**src/rtl/warp_ctx_table_pkg.sv**
```systemverilog
// Shared GPU core types: warp status codes, completion opcodes and datapath widths.
package pkg_opengpu;

  localparam int unsigned WARPS_PER_CORE = 8;
  localparam int unsigned WARP_ID_WIDTH  = 3;
  localparam int unsigned DATA_WIDTH     = 32;
  localparam int unsigned WARP_SIZE      = 32;
  localparam int unsigned INSTR_BYTES    = 4;

  typedef enum logic [2:0] {
    StIdle    = 3'd0,
    StReady   = 3'd1,
    StPending = 3'd2,
    StBarrier = 3'd3,
    StDone    = 3'd4
  } warp_status_t;

  typedef enum logic [1:0] {
    OpNext    = 2'd0,
    OpBranch  = 2'd1,
    OpBarrier = 2'd2,
    OpExit    = 2'd3
  } upd_op_t;

endpackage

```
**src/rtl/warp_barrier_sync.sv**
```systemverilog
// Detects a core-wide barrier (every live warp parked at BARRIER or DONE, at least one
// at BARRIER) and emits a one-cycle registered release pulse.
module warp_barrier_sync
  import pkg_opengpu::*;
#(
  parameter int unsigned NUM_WARPS = WARPS_PER_CORE
) (
  input  logic                   clk,
  input  logic                   rst_n,
  input  logic [NUM_WARPS*3-1:0] i_status,
  output logic                   o_release
);

  logic w_any_barrier;
  logic w_all_parked;
  logic r_release;

  // IDLE slots were never launched and do not take part in the barrier.
  always_comb begin
    w_any_barrier = 1'b0;
    w_all_parked  = 1'b1;
    for (int i = 0; i < NUM_WARPS; i++) begin
      if (i_status[i*3 +: 3] == StBarrier) begin
        w_any_barrier = 1'b1;
      end else if ((i_status[i*3 +: 3] != StIdle) && (i_status[i*3 +: 3] != StDone)) begin
        w_all_parked = 1'b0;
      end
    end
  end

  // Held low for the cycle after a pulse so a stale condition cannot fire twice.
  always_ff @(posedge clk or negedge rst_n) begin
    if (!rst_n) begin
      r_release <= 1'b0;
    end else begin
      r_release <= w_any_barrier && w_all_parked && !r_release;
    end
  end

  assign o_release = r_release;

endmodule

```
**src/rtl/warp_ctx_table.sv**
```systemverilog
// Per-warp context table (PC, mask, status, age) feeding the warp scheduler.
// Build option WARP_CTX_ZERO_MASK_EXIT_EN: a BRANCH leaving no active lanes retires the warp.
module warp_ctx_table
  import pkg_opengpu::*;
#(
  parameter int unsigned NUM_WARPS = WARPS_PER_CORE,
  parameter int unsigned AGE_WIDTH = 8
) (
  input  logic                            clk,
  input  logic                            rst_n,
  input  logic                            launch_valid,
  output logic                            launch_ready,
  input  logic [WARP_ID_WIDTH-1:0]        launch_warp_id,
  input  logic [DATA_WIDTH-1:0]           launch_pc,
  input  logic [WARP_SIZE-1:0]            launch_mask,
  input  logic                            issue_ack,
  input  logic [WARP_ID_WIDTH-1:0]        issue_warp_id,
  input  logic                            upd_valid,
  input  logic [WARP_ID_WIDTH-1:0]        upd_warp_id,
  input  logic [1:0]                      upd_op,
  input  logic [DATA_WIDTH-1:0]           upd_pc,
  input  logic [WARP_SIZE-1:0]            upd_mask,
  output logic [NUM_WARPS*DATA_WIDTH-1:0] ctx_pc,
  output logic [NUM_WARPS*WARP_SIZE-1:0]  ctx_mask,
  output logic [NUM_WARPS*3-1:0]          ctx_status,
  output logic [NUM_WARPS*AGE_WIDTH-1:0]  ctx_age,
  output logic [NUM_WARPS-1:0]            ctx_valid,
  output logic                            err_illegal
);

  logic [DATA_WIDTH-1:0] r_pc     [NUM_WARPS];
  logic [WARP_SIZE-1:0]  r_mask   [NUM_WARPS];
  warp_status_t          r_status [NUM_WARPS];
  logic [AGE_WIDTH-1:0]  r_age    [NUM_WARPS];
  logic [NUM_WARPS-1:0]  r_valid;
  logic                  r_err;

  logic [DATA_WIDTH-1:0] w_pc_d     [NUM_WARPS];
  logic [WARP_SIZE-1:0]  w_mask_d   [NUM_WARPS];
  warp_status_t          w_status_d [NUM_WARPS];
  logic [AGE_WIDTH-1:0]  w_age_d    [NUM_WARPS];
  logic [NUM_WARPS-1:0]  w_valid_d;
  logic                  w_err_d;

  logic [NUM_WARPS-1:0]  w_launch_hit;
  logic [NUM_WARPS-1:0]  w_issue_hit;
  logic [NUM_WARPS-1:0]  w_upd_hit;
  logic                  w_issue_ok;
  logic                  w_upd_ok;
  logic                  w_release;

  always_comb begin
    for (int i = 0; i < NUM_WARPS; i++) begin
      w_launch_hit[i] = (launch_warp_id == WARP_ID_WIDTH'(i));
      w_issue_hit[i]  = (issue_warp_id == WARP_ID_WIDTH'(i));
      w_upd_hit[i]    = (upd_warp_id == WARP_ID_WIDTH'(i));
    end
  end

  always_comb begin
    launch_ready = 1'b0;
    for (int i = 0; i < NUM_WARPS; i++) begin
      if (w_launch_hit[i] && ((r_status[i] == StIdle) || (r_status[i] == StDone))) begin
        launch_ready = 1'b1;
      end
    end
  end

  // Each status admits exactly one kind of event, so no priority between them is needed.
  always_comb begin
    w_issue_ok = 1'b0;
    w_upd_ok   = 1'b0;
    for (int i = 0; i < NUM_WARPS; i++) begin
      w_pc_d[i]     = r_pc[i];
      w_mask_d[i]   = r_mask[i];
      w_status_d[i] = r_status[i];
      w_age_d[i]    = r_age[i];
      w_valid_d[i]  = r_valid[i];
      unique case (r_status[i])
        StIdle, StDone: begin
          if (launch_valid && w_launch_hit[i]) begin
            w_pc_d[i]     = launch_pc;
            w_mask_d[i]   = launch_mask;
            w_status_d[i] = StReady;
            w_age_d[i]    = '0;
            w_valid_d[i]  = 1'b1;
          end
        end
        StReady: begin
          if (issue_ack && w_issue_hit[i]) begin
            w_issue_ok    = 1'b1;
            w_status_d[i] = StPending;
            w_age_d[i]    = '0;
          end else if (r_age[i] != {AGE_WIDTH{1'b1}}) begin
            w_age_d[i] = r_age[i] + AGE_WIDTH'(1);
          end
        end
        StPending: begin
          if (upd_valid && w_upd_hit[i]) begin
            w_upd_ok = 1'b1;
            unique case (upd_op_t'(upd_op))
              OpNext: begin
                w_pc_d[i]     = r_pc[i] + DATA_WIDTH'(INSTR_BYTES);
                w_status_d[i] = StReady;
              end
              OpBranch: begin
                w_pc_d[i]   = upd_pc;
                w_mask_d[i] = upd_mask;
`ifdef WARP_CTX_ZERO_MASK_EXIT_EN
                w_status_d[i] = (upd_mask == '0) ? StDone : StReady;
`else
                w_status_d[i] = StReady;
`endif
              end
              OpBarrier: begin
                w_pc_d[i]     = r_pc[i] + DATA_WIDTH'(INSTR_BYTES);
                w_status_d[i] = StBarrier;
              end
              OpExit: begin
                w_status_d[i] = StDone;
              end
            endcase
          end
        end
        StBarrier: begin
          if (w_release) begin
            w_status_d[i] = StReady;
            w_age_d[i]    = '0;
          end
        end
        default: ;
      endcase
    end
    w_err_d = r_err || (issue_ack && !w_issue_ok) || (upd_valid && !w_upd_ok);
  end

  always_ff @(posedge clk or negedge rst_n) begin
    if (!rst_n) begin
      for (int i = 0; i < NUM_WARPS; i++) begin
        r_pc[i]     <= '0;
        r_mask[i]   <= '0;
        r_status[i] <= StIdle;
        r_age[i]    <= '0;
      end
      r_valid <= '0;
      r_err   <= 1'b0;
    end else begin
      for (int i = 0; i < NUM_WARPS; i++) begin
        r_pc[i]     <= w_pc_d[i];
        r_mask[i]   <= w_mask_d[i];
        r_status[i] <= w_status_d[i];
        r_age[i]    <= w_age_d[i];
      end
      r_valid <= w_valid_d;
      r_err   <= w_err_d;
    end
  end

  always_comb begin
    ctx_pc     = '0;
    ctx_mask   = '0;
    ctx_status = '0;
    ctx_age    = '0;
    for (int i = 0; i < NUM_WARPS; i++) begin
      ctx_pc[i*DATA_WIDTH +: DATA_WIDTH] = r_pc[i];
      ctx_mask[i*WARP_SIZE +: WARP_SIZE] = r_mask[i];
      ctx_status[i*3 +: 3]               = r_status[i];
      ctx_age[i*AGE_WIDTH +: AGE_WIDTH]  = r_age[i];
    end
  end

  assign ctx_valid   = r_valid;
  assign err_illegal = r_err;

  warp_barrier_sync #(
    .NUM_WARPS (NUM_WARPS)
  ) u_barrier_sync (
    .clk       (clk),
    .rst_n     (rst_n),
    .i_status  (ctx_status),
    .o_release (w_release)
  );

endmodule

```
**config.mk**
```make
export PLATFORM = sky130hd
export DESIGN_NAME = warp_ctx_table
export DESIGN_NICKNAME = d
export VERILOG_FILES = /design/src/rtl/warp_ctx_table_pkg.sv /design/src/rtl/warp_barrier_sync.sv /design/src/rtl/warp_ctx_table.sv
export SDC_FILE = /design/constraint.sdc
export NUM_CORES = 2
export LEC_CHECK = 0
export ABC_AREA = 0
export CORE_AREA = 3 3 294 296
export DETAILED_ROUTE_END_ITERATION = 8
export DIE_AREA = 0 0 297 299
export PLACE_DENSITY = 0.77
export SLEW_MARGIN = 20
export SYNTH_ARGS = -nofsm -noshare
export SYNTH_HDL_FRONTEND = slang
export SYNTH_HIERARCHICAL = 1
export SYNTH_SLANG_ARGS = --single-unit
```
**constraint.sdc**
```tcl
create_clock -name clk -period 5.53 [get_ports clk]
set_input_delay 1.106 -clock clk [delete_from_list [all_inputs] [get_ports clk]]
set_output_delay 1.106 -clock clk [all_outputs]
set_load 0.03 [all_outputs]
```
Word level (Yosys, flattened, before mapping)
Index checks and enable logic that the tools add are counted.

word-level totals
  bits in registers = 610
  bits in latches = 0
  bits in writable memories = 0
  memory bits (read-only) = 0
  bits of input ports = 144
  logic and storage cells = 525
  memories kept = 0

operators by class
  $add $sub $neg = 16
  multipliers = 0
  divide/modulo/power cells = 0
  magnitude comparators = 0
  equality and inequality tests = 128
  shift-type cells = 0
  muxes and demuxes = 188
  bitwise logic cells = 0
  reductions and logical operators = 151

operators with widths
  operator                 count
  $pmux W32 S2             24
  $mux W32                 33
  $add A32 B3 Y32 const B  8
  $mux W8                  25
  $pmux W8 S3              8
  $pmux W3 S4              8
  $reduce_and A4 Y1        24
  $mux W3                  25
  $ne A3 B3 Y1 const B     24
  $eq A3 B2 Y1 const B     22
  $add A8 B1 Y8 const B    8
  $mux W1                  64
  $ne A2 B2 Y1 const B     32
  $ne A8 B8 Y1 const B     8
  $eq A3 B3 Y1 const B     20
  $reduce_bool A3 Y1       16
  $logic_and A1 B1 Y1      44
  $reduce_and A5 Y1        8
  $eq A3 B1 Y1 const B     11
  $logic_not A3 Y1         11
  $reduce_bool A4 Y1       8
  $reduce_or A2 Y1         10
  $ne A2 B1 Y1 const B     8
  $reduce_and A2 Y1        8
  other kinds (7)          26

Longest topological paths before layout
  depth after elaboration = 22
  depth in mapped cells = 9

Modules after synthesis
Netlist, hierarchy kept.

modules (own cells, without submodules)
  module             instances  cells an instance  area each (sq um)  sequential area each (sq um)
  warp_ctx_table     1          4309               35373.9            15239.6
  warp_barrier_sync  1          23                 180.2              25.0

Worst setup path before layout
Ideal clock, no wire load.

  path type = input -> output
  start point = input launch_warp_id[0]
  end point = output launch_ready
  arrival time = 2.037 ns
  required time = 4.424 ns
  path slack = 2.387 ns
  stages = 6
  buffers on the path = 2
  cells stage by stage = clkbuf_2 > buf_2 > o21ai_0 > o21ai_0 > a211oi_1 > a21o_1

between the ends
  longest elaborated chain between the ends = 10
  elaborated cells on any way between the ends = 24
  those cells by class = eq/ne: 7; mux: 8; reduce/logical: 9

ends and longest elaborated chain
  what                   line                  text
  start, declared        warp_ctx_table.sv:13  input logic [WARP_ID_WIDTH-1:0] launch_warp_id,
  $logic_not A3 Y1       warp_ctx_table.sv:54  w_launch_hit[i] = (launch_warp_id == WARP_ID_WIDTH'(i));
  $logic_and A1 B1 Y1    warp_ctx_table.sv:63  if (w_launch_hit[i] && ((r_status[i] == StIdle) || (r_status[i] == StDone))) begin
  $mux W1 (7 in series)  warp_ctx_table.sv:63
  $mux W1 *              warp_ctx_table.sv:63
  end, declared          warp_ctx_table.sv:12  output logic launch_ready,

Every way passes the cells marked *; elsewhere a longest branch is shown, timed or not.

Worst setup path in the final report
Same ends and word-level chain as after synthesis.

==> reports/summary.txt <==
Final WS setup - 1.06 ns
Worst skew pair latency - 0.63 ns
EDFF count, synth - 0
R2r setup slk - 2.39 ns
Slew Viols, Final - 0
Clk slew on worst S/H paths - 0.05 ns
Root buf cell - clkbuf_16
Type of the worst min-delay path - flip-flop to flip-flop
DP Area - 43800 sq um
Simple-Gate Fraction of Synth Area - 0.208
FMAX - 224 MHz
Initial Utilization - 0.424
# port buffers - 753
CTS buffer count - 76
Syn Area/Cell - 8.21 sq um
Status - finished, final reports clean
Hold buffers post-CTS - 0
DRC errors left - 0
Final clock period utilization by the worst path - 0.808
Setup Fix Bufs, Post-CTS - 0
Inst Count DP - 5905
Setup TNS - 0 ns
Sink Count - 610
Post-Synth Adder-Cell Area - 0.00563
Post-CTS Resized - 0
Initial antenna violation count - 4
Final Wtd Congestion - 0.971
Vias in the first global route - 35300
CTS max path bufs - 3
Hold Crit Depth - 1
Asr flop ratio synth - 1.00
CTS tree - built
Min Tclk post-route - 4.47 ns
Largest family of logic cells by synthesized area - compound AO/OA/AOI/OAI gates
Most frequent cells in the layout - clkdlybuf4s50_1, nand2_1, dfrtp_1
Area Overhead vs Synth - 30.3%
Routed vias/inst - 6.25
DRT iter0 DRCs - 4651
Leak Pwr - 19.3 nW
Crit path DAT - 3.36 ns
First-pass detailed-route iteration total - 7
Routed wire length - 160000 um
IO Count - 754
YS warnings - 6
Critical path type - primary input to output port
Max_slew headroom - 0.144
H-tree levels - 3
Chip width - 297 um
Max-Cap Viols - 0
Data required, critical path - 4.42 ns
Overflow after GRT - 0
Power density cells - 637 nW/um^2
Min-Delay Endpoint - ctx_valid[7]$_DFFE_PN0P_
Core ar. - 83800 sq um
XOR/XNOR Fraction of Synth Area - 0.0269
Avg WL per Cell - 26.5 um
Startpoint Class - primary input
Crit path capture type - output port
Final Cell Area - 46300 sq um
Die Footprint - 88800 sq um
Via count - 37800
Synth Net Count - 4492
Post-Place Setup Slack - 1.16 ns
Largest net degree at the start of global routing - 113
First-pass GRT wire length - 235000 um
Worst Max-Slew Pin Slew - 1.28 ns
Hold Path Origin - ctx_valid[7]$_DFFE_PN0P_
Commonest non-fill, non-tap cell in the layout - clkdlybuf4s50_1
Main synth FF type - dfrtp_1
Compound-Gate Fraction of Synth Area - 0.222
Gr usage total - 0.347
Row count - 106
Die height - 299 um
Unrepaired setup endpoints after global routing - no
Power consumption - 29.5 mW
Seq/Total Area, Yosys - 0.429
Mapped Area - 35600 sq um
FILL cells - 7530
Final setup viols - 0
Post-Syn Instances - 4332
Final HPWL DP - 111000 um
Clock skew - 0.0339 ns
RR Startpoint - ctx_status[22]$_DFFE_PN0P_
Hold Fails Final Rpt - 0
CP Max Fanout - 18
Reg2reg end - ctx_pc[235]$_DFFE_PN0P_
Distinct cells, synth - 83
Post-route ant nets - 0
Post-synthesis register bit count - 610
Mux cell area share after synthesis - 0.0620
Non-Filler Instances - 6052
Worst vdd ir - 0.354 mV
Nets@finish - 5010
Reg2Reg Depth - 6
Share of cells above drive strength 1 - 0.0546
-- final cells by class --
type,count,area [sq um],share of cell area
clock buffer,105,2130,0.0460
timing repair buffer,824,8170,0.176
antenna,9,22.5,0.000486
tap,1134,1420,0.0306
inverter,43,161,0.00348
clock inverter,32,369,0.00796
multi-input combinational,3295,18800,0.406
sequential,610,15300,0.329
-- through the flow --
step / hold WS (ns) / utilization
2_1_floorplan: 0.424 / -
3_3_place_gp: 0.450 / 0.522
3_5_place_dp: 0.451 / 0.523
4_1_cts: 0.467 / 0.552
5_1_grt: 0.493 / 0.553
6_report: 0.461 / 0.553
-- cell usage after synthesis (12+ instances only) --
cell | number | area, sq um
inv_1 | 42 | 158
a41oi_1 | 16 | 140
nor2_1 | 454 | 1700
clkbuf_1 | 296 | 1110
a211oi_1 | 36 | 270
o21ai_1 | 12 | 60.1
mux2_2 | 13 | 146
o31ai_1 | 56 | 420
and4_1 | 26 | 228
nand4_1 | 59 | 369
and3_1 | 48 | 300
a21oi_1 | 286 | 1430
or2_2 | 16 | 100
xnor2_1 | 54 | 473
buf_1 | 76 | 285
nand3_1 | 118 | 591
nor2b_1 | 12 | 75.1
mux2i_1 | 201 | 2010
nor4b_1 | 12 | 105
dfrtp_1 | 610 | 15300
o311ai_0 | 12 | 105
o211ai_1 | 80 | 601
ha_1 | 16 | 200
nor4_1 | 30 | 188
nor3_1 | 74 | 370
nand2_1 | 619 | 2320
a31oi_1 | 164 | 1030
or4_1 | 12 | 90.1
xor2_1 | 55 | 482
or3_1 | 13 | 81.3
o21ai_0 | 554 | 2770
and2_1 | 16 | 100
nand2b_1 | 46 | 288
-- cells by family (layout without fill, tap and decap cells) --
kind of cell | after synthesis | in the layout
simple gates | 1612 | 1612
compound gates | 1342 | 1342
flops | 610 | 610
buf+inv | 427 | 1004
mux | 216 | 216
xor+xnor | 109 | 109
fa+ha+maj | 16 | 16
other cells | 0 | 9
-- per-layer routing --
layer  vias to the layer above  track usage  share of wire
li1                      16600            -              -
met1                     18100        0.429           0.36
met2                      2606        0.510           0.43
met3                       575        0.132           0.14
met4                         0        0.215          0.070
met5                         -            0              0
-- worst max-delay path, stage by stage --
cell and delay [ns]:
clkdlybuf4s50_1 0.80, o21ai_0 0.23, a211oi_1 0.34, a21o_1 0.19
clkdlybuf4s50_1 0.70
-- power by group --
| part | total, mW | leakage (nW) | internal [mW] | switching, mW |
|---|---|---|---|---|
| Combinational | 15.7 | 10.5 | 5.83 | 9.83 |
| Sequential | 8.77 | 7.56 | 6.36 | 2.41 |
| Clock | 5.10 | 1.22 | 2.92 | 2.19 |
-- state kept, by name (all words and copies together), names as in the netlist --
name	cells
ctx_pc	256
ctx_status	24
u_barrier_sync/o_release	1
ctx_mask	256
err_illegal	1
ctx_valid	8
ctx_age	64
-- worst max path at each step --
stage	startpoint	to	depth (start not counted)
after global placement	launch_warp_id[0]	launch_ready	5
after floorplan	launch_warp_id[0]	launch_ready	6
after global routing	launch_warp_id[0]	launch_ready	5
after detailed placement	launch_warp_id[0]	launch_ready	5
after CTS	launch_warp_id[0]	launch_ready	5
final	launch_warp_id[0]	launch_ready	5
(Power assumes the default switching activity.)
